**src/rtl/axis_arb_pkg.sv**
```systemverilog
// ============================================================================
//  axis_arb_pkg : stream types, FSM state and pointer-width helper shared by
//                 the cross-router output arbiter.   Revision 1.0
// ============================================================================
`default_nettype none

package axis_arb_pkg;

    localparam int DATA_WIDTH = 32;
`ifdef TID_PRESENT
    localparam int ID_WIDTH   = 4;
`endif
`ifdef TDEST_PRESENT
    localparam int DEST_WIDTH = 4;
`endif
`ifdef TUSER_PRESENT
    localparam int USER_WIDTH = 4;
`endif

    // Everything that travels with a beat; sideband fields exist only when enabled.
    typedef struct packed {
`ifdef TID_PRESENT
        logic [ID_WIDTH-1:0]   TID;
`endif
`ifdef TDEST_PRESENT
        logic [DEST_WIDTH-1:0] TDEST;
`endif
`ifdef TUSER_PRESENT
        logic [USER_WIDTH-1:0] TUSER;
`endif
        logic                  TLAST;
        logic [DATA_WIDTH-1:0] TDATA;
    } axis_data_t;

    typedef struct packed {
        logic       TVALID;
        axis_data_t data;
    } axis_mosi_t;

    typedef struct packed {
        logic TREADY;
    } axis_miso_t;

    typedef enum logic [0:0] {
        ARB_IDLE   = 1'b0,
        ARB_LOCKED = 1'b1
    } arb_state_t;

    function automatic int ptr_w(input int n);
        return (n > 1) ? $clog2(n) : 1;
    endfunction

endpackage

`default_nettype wire

```
**src/rtl/rr_pick.sv**
```systemverilog
// ============================================================================
//  rr_pick : combinational round-robin pick - first request at or after
//            prio_ptr, wrapping modulo PORT_COUNT.   Revision 1.0
// ============================================================================
`default_nettype none

module rr_pick
    import axis_arb_pkg::*;
#(
    parameter  int PORT_COUNT = 4,
    localparam int PTR_W      = ptr_w(PORT_COUNT)
) (
    input  logic [PORT_COUNT-1:0] req_i,
    input  logic [PTR_W-1:0]      prio_ptr_i,
    output logic [PTR_W-1:0]      grant_idx_o,
    output logic                  any_req_o
);

    localparam logic [PTR_W:0] c_PORTS = (PTR_W+1)'(PORT_COUNT);

    logic [2*PORT_COUNT-1:0] w_dbl;
    logic [PORT_COUNT-1:0]   w_rot;
    logic [PTR_W-1:0]        w_off;
    logic [PTR_W:0]          w_sum;

    // Shifting the doubled vector puts prio_ptr at bit 0, so a plain
    // lowest-index search yields the round-robin winner as an offset.
    assign w_dbl = {req_i, req_i};

    always_comb begin
        w_rot = PORT_COUNT'(w_dbl >> prio_ptr_i);
    end

    always_comb begin
        w_off = '0;
        for (int i = PORT_COUNT - 1; i >= 0; i--) begin
            if (w_rot[i]) begin
                w_off = PTR_W'(i);
            end
        end
    end

    assign w_sum       = {1'b0, prio_ptr_i} + {1'b0, w_off};
    assign grant_idx_o = (w_sum >= c_PORTS) ? PTR_W'(w_sum - c_PORTS) : w_sum[PTR_W-1:0];
    assign any_req_o   = |req_i;

endmodule

`default_nettype wire

```
**src/rtl/axis_rr_arbiter.sv**
```systemverilog
// ============================================================================
//  axis_rr_arbiter : packet-level round-robin merge of PORT_COUNT AXI-Stream
//                    inputs onto one registered output.   Revision 1.0
// ============================================================================
`default_nettype none

module axis_rr_arbiter
    import axis_arb_pkg::*;
#(
    parameter int PORT_COUNT = 4
) (
    input  logic       clk_i,
    input  logic       rst_n_i,
    input  axis_mosi_t in_mosi_i [PORT_COUNT],
    output axis_miso_t in_miso_o [PORT_COUNT],
    output axis_mosi_t out_mosi_o,
    input  axis_miso_t out_miso_i
);

    localparam int              PTR_W       = ptr_w(PORT_COUNT);
    localparam logic [PTR_W-1:0] c_LAST_PORT = PTR_W'(PORT_COUNT - 1);

    arb_state_t             r_state;
    logic [PTR_W-1:0]       r_prio_ptr;
    logic [PTR_W-1:0]       r_grant_idx;
    axis_mosi_t             r_out;

    logic [PORT_COUNT-1:0]  w_req;
    logic [PTR_W-1:0]       w_pick;
    logic                   w_any_req;
    logic                   w_out_free;
    logic                   w_accept;
    axis_mosi_t             w_gnt_beat;

    // Only the locked port ever sees TREADY; it follows downstream ready
    // combinationally so a full output register can still refill each cycle.
    for (genvar k = 0; k < PORT_COUNT; k++) begin : g_port
        assign w_req[k]           = in_mosi_i[k].TVALID;
        assign in_miso_o[k].TREADY = (r_state == ARB_LOCKED) &&
                                     (r_grant_idx == PTR_W'(k)) && w_out_free;
    end

    rr_pick #(
        .PORT_COUNT (PORT_COUNT)
    ) u_pick (
        .req_i       (w_req),
        .prio_ptr_i  (r_prio_ptr),
        .grant_idx_o (w_pick),
        .any_req_o   (w_any_req)
    );

    assign w_gnt_beat = in_mosi_i[r_grant_idx];
    assign w_out_free = !r_out.TVALID || out_miso_i.TREADY;
    assign w_accept   = (r_state == ARB_LOCKED) && w_gnt_beat.TVALID && w_out_free;
    assign out_mosi_o = r_out;

    always_ff @(posedge clk_i or negedge rst_n_i) begin
        if (!rst_n_i) begin
            r_state     <= ARB_IDLE;
            r_prio_ptr  <= '0;
            r_grant_idx <= '0;
            r_out       <= '0;
        end else begin
            case (r_state)
                ARB_IDLE: begin
                    if (w_any_req) begin
                        r_grant_idx <= w_pick;
                        r_state     <= ARB_LOCKED;
                    end
                end
                ARB_LOCKED: begin
                    // Source bubbles and other requesters never break the lock.
                    if (w_accept && w_gnt_beat.data.TLAST) begin
                        r_state    <= ARB_IDLE;
                        r_prio_ptr <= (r_grant_idx == c_LAST_PORT) ? '0 : r_grant_idx + 1'b1;
                    end
                end
                default: r_state <= ARB_IDLE;
            endcase

            if (w_accept) begin
                r_out.TVALID <= 1'b1;
                r_out.data   <= w_gnt_beat.data;
            end else if (r_out.TVALID && out_miso_i.TREADY) begin
                r_out.TVALID <= 1'b0;
            end
        end
    end

endmodule

`default_nettype wire

```
**config.mk**
```make
export PLATFORM = sky130hd
export DESIGN_NAME = axis_rr_arbiter
export DESIGN_NICKNAME = d
export VERILOG_FILES = /design/src/rtl/axis_arb_pkg.sv /design/src/rtl/rr_pick.sv /design/src/rtl/axis_rr_arbiter.sv
export SDC_FILE = /design/constraint.sdc
export NUM_CORES = 1
export LEC_CHECK = 0
export ABC_AREA = 1
export BUFFER_PORTS_ARGS = -buffer_cell sky130_fd_sc_hd__buf_2
export CORE_MARGIN = 4
export CORE_UTILIZATION = 43
export DETAILED_ROUTE_END_ITERATION = 12
export GPL_TIMING_DRIVEN = 1
export PLACE_DENSITY = 0.82
export SYNTH_ARGS = -nofsm -noshare
export SYNTH_HDL_FRONTEND = slang
export SYNTH_SLANG_ARGS = --single-unit
```
**constraint.sdc**
```tcl
create_clock -name clk_i -period 2.2 [get_ports clk_i]
set_input_delay 0.22 -clock clk_i [delete_from_list [all_inputs] [get_ports clk_i]]
set_output_delay 0.22 -clock clk_i [all_outputs]
set_load 0.03 [all_outputs]
```
==> results.ini, run 1 <==
[outcome]
status = finished clean

[synth]
synthCells = 409
syn_area_um2 = 2668
ys_types = 22
synth_seq_cells = 39
syn_nets = 553
synth_warnings = 0
postSynthAreaPerCell_um2 = 6.522
ys_seq_area_share_pct = 36.59

[floorplanning]
core_um2 = 5956
initial_utilization_pct = 44.79
rows = 28
dieArea_um2 = 7528
io_pins = 177
die_x_um = 86.77
die_h_um = 86.77

[routing]
wirelength_um = 9013
route.detailed.drc = 0
drt_iter0_markers = 136
vias = 3358
wl_per_cell_um = 13.84
via_per_inst = 5.158
firstDrtPassIters = 4
final_antenna_net_count = 0

[sta]
tightest_slew_ps = 517.4
final.setup.worst_slack_ps = 279.9
fmax_mhz = 520.8
skew_ps = 2.833
slew_headroom_pct = 65.51
rsz0062_at_grt = no
fin_setup_tns_ps = 0
min_period_ps = 1920
finalMaxSlewViolations = 0
hold_viol = 0
setup_viol = 0
min_period_over_period_pct = 87.28

[cts]
numCtsBuffers = 5
cts_resized = 0
cts_root_buf = clkbuf_8
cts_buffer_depth = 2
path_clk_slew_ps = 80
cts_tree = done
clock_latency_ps = 280
cts.sinks = 39
htreeDepth = 2
ctsHoldBuffers = 1
post_cts_buffers = 0

[final_layout]
nNetsFinal = 719
antennaDiodeCount = 0
syn_to_final_growth_pct = 38.18
drive_gt1_share_pct = 34.72
fin_util_pct = 61.89

[flow_run]
cap_violations = 0

[power]
ir_drop_v = 0.0008042
p_leak_nw = 2.072
powerDensity_nw_per_um2 = 1502

[critical_path]
worst-r2r-setup-slack_ps = 390
crit_start = r_grant_idx[1]
crit_fanout = 36
cp-start-kind = flip-flop
crit_type = reg -> out
cp-end-kind = primary output
r2r_end = r_grant_idx[1]
worstPathArrival_ps = 1700
reg2reg_depth = 12
critPathRequiredTime_ps = 1980
timing.rr.start = r_prio_ptr[0]

[place]
gp_congestion = 0.8141
dp_hpwl_um = 6804
place_ws_ps = 382.4
numPortBuffers = 176

[grt]
use_met1_pct = 26.33
grt_pass1_vias = 3264
gr-usage-met2_pct = 44.16
grt_usage_pct = 23.53
grt_max_degree = 41
use_met3_pct = 5.703
grt_antenna_before_repair = 0
grt_busiest_layer = met2
overflow = 0
grt_pass1_wl_um = 14260

[min_path]
hold_path_startpoint = out_miso_i
whs_endpoint = out_mosi_o[33]
holdPathStages = 2
hold_path_class = in -> reg

area by class of cell:
| type | instances | area [µm²] |
|---|---|---|
| clock buffer | 5 | 68.82 |
| clock inverter | 3 | 43.79 |
| fill | 580 | 2270 |
| inverter | 14 | 55.05 |
| multi-input combinational | 330 | 1496 |
| sequential | 39 | 977.2 |
| tap | 75 | 93.84 |
| timing repair buffer | 185 | 950.9 |
cells in the mapped netlist (all sizes together):
library cell  instances  area [µm²]
a21boi                1       7.510
buf                  16       102.6
clkbuf               10       37.54
dfrtp                39       975.9
ha                    5       62.56
inv                  14       55.05
nand2               129       491.7
nand3                12       60.06
nor2                 76       292.8
nor3                  2       10.01
o211ai                1       7.510
o21ai                71       355.3
o22ai                32       200.2
xnor2                 1       8.760
cell usage in the layout, fill, tap and decap left out, drive strengths merged, types with 2 or more instances in the layout:
cell | netlist | layout
nand2 | 129 | 129
clkbuf | 10 | 5
clkinv | 0 | 2
nor3 | 2 | 2
nand3 | 12 | 12
nor2 | 76 | 76
inv | 14 | 14
buf | 16 | 184
o21ai | 71 | 71
ha | 5 | 5
o22ai | 32 | 32
dfrtp | 39 | 39
worst max-delay path by stage:
| stage | cells past startpoint | to | slack [ps] |
|---|---|---|---|
| 2_1_floorplan | 6 | in_miso_o[1] | 450 |
| 3_3_place_gp | 12 | r_grant_idx[1] | 470 |
| 3_5_place_dp | 12 | r_grant_idx[1] | 380 |
| 4_1_cts | 5 | in_miso_o[0] | 300 |
| 5_1_grt | 12 | r_grant_idx[1] | 160 |
| 6_report | 5 | in_miso_o[0] | 280 |
registers in the layout (all words and copies together), names as in the netlist:
name	flops
out_mosi_o	34
r_grant_idx	2
r_prio_ptr	2
r_state	1
critical path, cell delays in order, from the launching register on:
cell     delay [ps]
dfrtp_1         360
buf_4           350
ha_1            210
inv_1            50
nor3_1          200
buf_2           230
cells by family after synthesis:
logic type	synth area share, %
AND/OR/NAND/NOR	32.04
buffers and inverters	7.317
adder cells (fa/ha/maj)	2.345
AO/OA/AOI/OAI	21.39
XOR/XNOR	0.3284
flip-flops	36.59
where the power goes:
group / leakage [nW] / internal [W] / total, W / switching (W)
combinational: 1.53 / 0.00113 / 0.00363 / 0.00250
clock: 0.0581 / 0.000338 / 0.000593 / 0.000255
sequential: 0.480 / 0.00108 / 0.00131 / 0.000225
stage by stage:
step / total power, W / area (µm²) / cells / hold slack, ps
finish: 0.005536 / 3686 / 651 / 147.3
global route: 0.006073 / 3686 / 651 / 140.9
CTS: 0.005570 / 3686 / 651 / 139.5
detailed placement: 0.004964 / 3563 / 642 / 230.9
global placement: 0.004840 / 3563 / 642 / 224.8
floorplan: 0.004017 / 2668 / 409 / -75.59
layer usage:
metal / share of wire, % / wire [µm]
met1: 40 / 3562
met2: 50 / 4513
met3: 8.7 / 788
met4: 1.6 / 148
met5: 0 / 0
Note: power is estimated with default switching activity, not from simulation.
==> run 2, diff against run 1 <==
--- a/config.mk
+++ b/config.mk
@@ -11,6 +11,7 @@
 export CORE_UTILIZATION = 43
 export DETAILED_ROUTE_END_ITERATION = 12
 export GPL_TIMING_DRIVEN = 1
+export HOLD_SLACK_MARGIN = 0.06
 export PLACE_DENSITY = 0.82
 export SYNTH_ARGS = -nofsm -noshare
 export SYNTH_HDL_FRONTEND = slang
==> constraint.sdc (replaced) <==
create_clock -name clk_i -period 2.2 [get_ports clk_i]
set_input_delay 0.55 -clock clk_i [delete_from_list [all_inputs] [get_ports clk_i]]
set_output_delay 0.55 -clock clk_i [all_outputs]
set_load 0.03 [all_outputs]
==> results.ini, run 2 (synthesis gave the netlist of run 1 again) <==
[outcome]
status = finished clean

[routing]
drt_iter0_markers = 102  ; -25%
route.detailed.drc = 0  ; unchanged
wl_per_cell_um = 13.46  ; -2.8%
wirelength_um = 8764  ; -2.8%
via_per_inst = 5.108  ; -0.98%
final_antenna_net_count = 0  ; unchanged
vias = 3325  ; -0.98%
firstDrtPassIters = 4  ; unchanged

[final_layout]
final_common_cell = buf_2
final_cells = 651  ; unchanged
final_cell_mix = buf_2 (176), nand2_1 (128), nor2_1 (75)
largest_reg_flops = 34  ; unchanged
syn_to_final_growth_pct = 38.98
fin_area_um2 = 3707  ; +0.58%
drive_gt1_share_pct = 34.72  ; unchanged
nFillCells = 600  ; +3.4%
nNetsFinal = 719  ; unchanged
antennaDiodeCount = 0  ; unchanged

[cts]
cts_root_buf = clkbuf_8
cts.sinks = 39  ; unchanged
path_clk_slew_ps = 70  ; about the same
htreeDepth = 2  ; unchanged
ctsHoldBuffers = 0  ; -1
cts_tree = done
numCtsBuffers = 5  ; unchanged
clock_latency_ps = 280  ; about the same
cts_buffer_depth = 2  ; unchanged

[critical_path]
crit_type = reg -> out
cp-start-kind = flip-flop
crit_fanout = 22  ; -39%
critPathRequiredTime_ps = 1650  ; -330 ps
worstPathArrival_ps = 1550  ; -150 ps
cp-end-kind = primary output
reg2reg_depth = 12  ; unchanged

[grt]
grt_antenna_before_repair = 0  ; unchanged
grt_pass1_vias = 3265  ; +0.031%
use_met1_pct = 26.42  ; +0.088 points
overflow = 0  ; unchanged
grt_usage_pct = 23.31  ; -0.23 points
gr-usage-met2_pct = 43.05  ; -1.1 points
grt_pass1_wl_um = 14260  ; unchanged
use_met3_pct = 6.084  ; +0.38 points
grt_max_degree = 43  ; +4.9%
grt_busiest_layer = met2

[sta]
slew_headroom_pct = 66.18  ; +0.67 points
hold_viol = 0  ; unchanged
tightest_slew_ps = 507.4  ; -10.05 ps
setup_viol = 0  ; unchanged
holdWs_ps = 228.3  ; +81.01 ps
fmax_mhz = 475.9  ; -8.6%
min_period_over_period_pct = 95.51  ; +8.2 points
rsz0062_at_grt = no
fin_setup_tns_ps = 0  ; unchanged
skew_ps = 3.162  ; +0.3284 ps
min_period_ps = 2101  ; +181.2 ps
finalMaxSlewViolations = 0  ; unchanged

[floorplanning]
die_x_um = 86.77  ; unchanged
dieArea_um2 = 7528  ; unchanged
initial_utilization_pct = 44.79  ; unchanged
rows = 28  ; unchanged
io_pins = 177  ; unchanged
die_h_um = 86.77  ; unchanged
core_um2 = 5956  ; unchanged

[power]
ir_drop_v = 0.0009760  ; +21%
p_leak_nw = 2.081  ; +0.44%
powerDensity_nw_per_um2 = 1519  ; +1.2%

[place]
placed_cell_area_um2 = 3571  ; +0.21%
numPortBuffers = 176  ; unchanged
gp_congestion = 0.8265  ; +1.5%
numPlacedInstances = 643  ; +0.16%
dp_hpwl_um = 6821  ; +0.25%

[flow_run]
cap_violations = 0  ; unchanged

[min_path]
hold_path_class = in -> async

-- run 2: layer usage --
layer | wire [µm] | up-vias | share of wire (%)
met3 | 821 | 13 | 9.4
met4 | 117 | 0 | 1.3
met5 | 0 | - | 0
met2 | 4346 | 145 | 50
li1 | - | 1676 | -
met1 | 3479 | 1491 | 40
-- run 2: critical path, cell delays in order, from the launching register on --
cell	delay, ps
dfrtp_1	400
buf_6	200
ha_1	160
inv_1	50
nor3_1	210
buf_2	240
-- run 2: repair_timing --
item / 4_1_cts / 5_1_grt
resized for setup: 0 / 1
setup endpoints to repair: 0 / 1
buffers inserted: 0 / 0
-- run 2: layout make-up --
class / count / area (µm²) / area share (%)
Clock inverter: 2 / 60.06 / 1.620
Tap cell: 75 / 93.84 / 2.531
Clock buffer: 6 / 72.57 / 1.957
Sequential cell: 39 / 977.2 / 26.36
Timing Repair Buffer: 185 / 952.2 / 25.68
Multi-Input combinational cell: 330 / 1496 / 40.36
Inverter: 14 / 55.05 / 1.485
-- run 2: worst paths after layout --
| kind | slack, ps | to | startpoint |
|---|---|---|---|
| max in group asynchronous | 1340 | out_mosi_o[1] | rst_n_i |
| max reg2reg | 370 | r_grant_idx[1] | r_prio_ptr[0] |
| min in group clk_i | 480 | out_mosi_o[13] | out_mosi_o[13] |
| max | 100 | in_miso_o[0] | r_grant_idx[1] |
| min reg2reg | 480 | out_mosi_o[13] | out_mosi_o[13] |
| min | 230 | r_prio_ptr[1] | rst_n_i |
-- run 2: power breakdown --
group	switching [W]	internal, W	leakage, nW	total, W
clock	0.000240	0.000453	0.0654	0.000694
sequential	0.000225	0.00108	0.480	0.00131
combinational	0.00248	0.00115	1.54	0.00363
-- run 2: metrics by stage --
stage	power (W)	worst slack, ps	utilization [%]
3_5_place_dp	0.004972	360.2	59.96
4_1_cts	0.005684	45.66	62.18
5_1_grt	0.006173	6.769	62.25
2_1_floorplan	0.004017	120.5	-
3_3_place_gp	0.004839	421.1	59.96
6_report	0.005633	98.74	62.25
==> run 3, diff against run 2 <==
--- a/config.mk
+++ b/config.mk
@@ -8,11 +8,11 @@
 export ABC_AREA = 1
 export BUFFER_PORTS_ARGS = -buffer_cell sky130_fd_sc_hd__buf_2
 export CORE_MARGIN = 4
-export CORE_UTILIZATION = 43
+export CORE_UTILIZATION = 38
 export DETAILED_ROUTE_END_ITERATION = 12
 export GPL_TIMING_DRIVEN = 1
 export HOLD_SLACK_MARGIN = 0.06
-export PLACE_DENSITY = 0.82
+export PLACE_DENSITY = 0.77
 export SYNTH_ARGS = -nofsm -noshare
 export SYNTH_HDL_FRONTEND = slang
 export SYNTH_SLANG_ARGS = --single-unit
==> constraint.sdc (replaced) <==
create_clock -name clk_i -period 1.9 [get_ports clk_i]
set_input_delay 0.475 -clock clk_i [delete_from_list [all_inputs] [get_ports clk_i]]
set_output_delay 0.475 -clock clk_i [all_outputs]
set_load 0.03 [all_outputs]
==> results.ini, run 3 (synthesis gave the netlist of run 1 again) <==
[routing]
final_antenna_net_count = 0  ; unchanged
drt_iter0_markers = 177  ; +74%
wirelength_um = 9093  ; +3.8%
via_per_inst = 5.071  ; -0.72%
route.detailed.drc = 0  ; unchanged
vias = 3433  ; +3.2%
firstDrtPassIters = 4  ; unchanged
wl_per_cell_um = 13.43  ; -0.23%

[place]
numPlacedInstances = 666  ; +3.6%
dp_hpwl_um = 6967  ; +2.1%
numPortBuffers = 176  ; unchanged
gp_congestion = 0.7714  ; -6.7%
placed_cell_area_um2 = 3645  ; +2.1%

[grt]
grt_busiest_layer = met2
grt_antenna_before_repair = 0  ; unchanged
grt_max_degree = 59  ; +37%
grt_pass1_wl_um = 14080  ; -1.3%
grt_pass1_vias = 3255  ; -0.31%
use_met3_pct = 4.266  ; -1.8 points
grt_usage_pct = 20.42  ; -2.9 points
gr-usage-met2_pct = 38.77  ; -4.3 points
use_met1_pct = 22.61  ; -3.8 points
overflow = 0  ; unchanged

[floorplanning]
initial_utilization_pct = 39.26  ; -5.5 points
dieArea_um2 = 8424  ; +12%
rows = 30  ; +7.1%
core_um2 = 6794  ; +14%
io_pins = 177  ; unchanged
die_h_um = 91.79  ; +5.8%
die_x_um = 91.79  ; +5.8%

[cts]
cts_root_buf = clkbuf_8
htreeDepth = 2  ; unchanged
numCtsBuffers = 5  ; unchanged
cts_tree = done
cts_buffer_depth = 2  ; unchanged
cts.sinks = 39  ; unchanged
ctsHoldBuffers = 0  ; unchanged
path_clk_slew_ps = 80  ; about the same
clock_latency_ps = 280  ; about the same

[power]
p_leak_nw = 2.107  ; +1.3%
ir_drop_v = 0.0007378  ; -24%
powerDensity_nw_per_um2 = 1747  ; +15%

[critical_path]
cp-end-kind = primary output
cp_common_cell = buf_4
worst-r2r-setup-slack_ps = 110  ; -260 ps
worstPathArrival_ps = 1400  ; -150 ps
crit_type = reg -> out
critPathRequiredTime_ps = 1420  ; -230 ps
cp-start-kind = flip-flop
critPathMaxStageDelay_ps = 450  ; +50 ps
slowest_stage = dfrtp_2
crit_fanout = 9  ; -59%
path_cells = buf_4 > ha_1 > nand2_1 > nor2_2 > buf_4

[sta]
min_period_ps = 1879
tightest_slew_ps = 452.5  ; -54.85 ps
finalMaxSlewViolations = 0  ; unchanged
setup_viol = 0  ; unchanged
rsz0062_at_grt = yes
skew_ps = 5.583  ; +2.421 ps
holdWs_ps = 129.5  ; -98.79 ps
hold_viol = 0  ; unchanged
min_period_over_period_pct = 98.90
fmax_mhz = 532.2
slew_headroom_pct = 69.72  ; +3.5 points

[min_path]
hold_path_class = in -> async

[final_layout]
drive_gt1_share_pct = 36.49  ; +1.8 points
fin_util_pct = 56.11  ; -6.1 points
final_cells = 677  ; +4.0%
antennaDiodeCount = 0  ; unchanged
largest_reg_flops = 34  ; unchanged
final_common_cell = buf_2
nNetsFinal = 724  ; +0.70%
final_cell_mix = buf_2 (172), nand2_1 (128), nor2_1 (72)
syn_to_final_growth_pct = 42.92
fin_area_um2 = 3812  ; +2.8%

[flow_run]
cap_violations = 0  ; unchanged

[outcome]
status = finished clean

## run 3: cell types whose count changed in the layout (fill, tap and decap cells not counted), moves of 3 or more
cell,previous run,this run
buf_2,176,172
buf_4,8,14
nor2_1,75,72
nor2_2,0,3
## run 3: path summary, 6_finish.rpt
kind,startpoint,endpoint,cells after the start
setup / recovery,r_grant_idx[0],in_miso_o[2],5
hold / removal,rst_n_i,out_mosi_o[33],1
setup reg to reg,r_grant_idx[0],out_mosi_o[22],9
hold reg to reg,out_mosi_o[24],out_mosi_o[24],2
max in group asynchronous,rst_n_i,out_mosi_o[31],2
min in group clk_i,out_miso_i,out_mosi_o[33],2
## run 3: final cells by class
type                            instances  area [µm²]
Clock inverter                          2       35.03
Clock buffer                            6       82.58
Sequential cell                        39       979.7
Tap cell                               96       120.1
Multi-Input combinational cell        330        1509
Timing Repair Buffer                  190        1021
Fill cell                             653        2982
Inverter                               14       65.06
## run 3: worst max-delay path: cells and delay by family, from the launching register on
| kind | cells | cell delay, ps |
|---|---|---|
| flops | 1 | 450 |
| simple gates | 2 | 110 |
| buf+inv | 2 | 360 |
| fa+ha+maj | 1 | 190 |
## run 3: repair_timing
action	in CTS	in global routing
endpoints found under the setup margin	3	37
setup buffers	0	3
gates resized for setup	2	11
## run 3: where the power goes
group / total [W] / internal [W] / switching, W
clock: 0.000704 / 0.000425 / 0.000279
combinational: 0.00441 / 0.00148 / 0.00294
sequential: 0.00154 / 0.00126 / 0.000283
total: 0.00666 / 0.00316 / 0.00350
## run 3: through the flow
step	total power, W	setup TNS [ps]	setup WS (ps)
after floorplan	0.004666	0	15.37
after global placement	0.005733	0	169.0
after detailed placement	0.005881	0	116.7
after CTS	0.006619	0	3.205
after global routing	0.007238	-1347	-76.34
final	0.006661	0	20.91
## run 3: per-layer routing
| metal | share of wire (%) | up-vias |
|---|---|---|
| li1 | - | 1689 |
| met4 | 1.1 | 0 |
| met1 | 40 | 1585 |
| met5 | 0 | - |
| met3 | 7.3 | 13 |
| met2 | 51 | 146 |
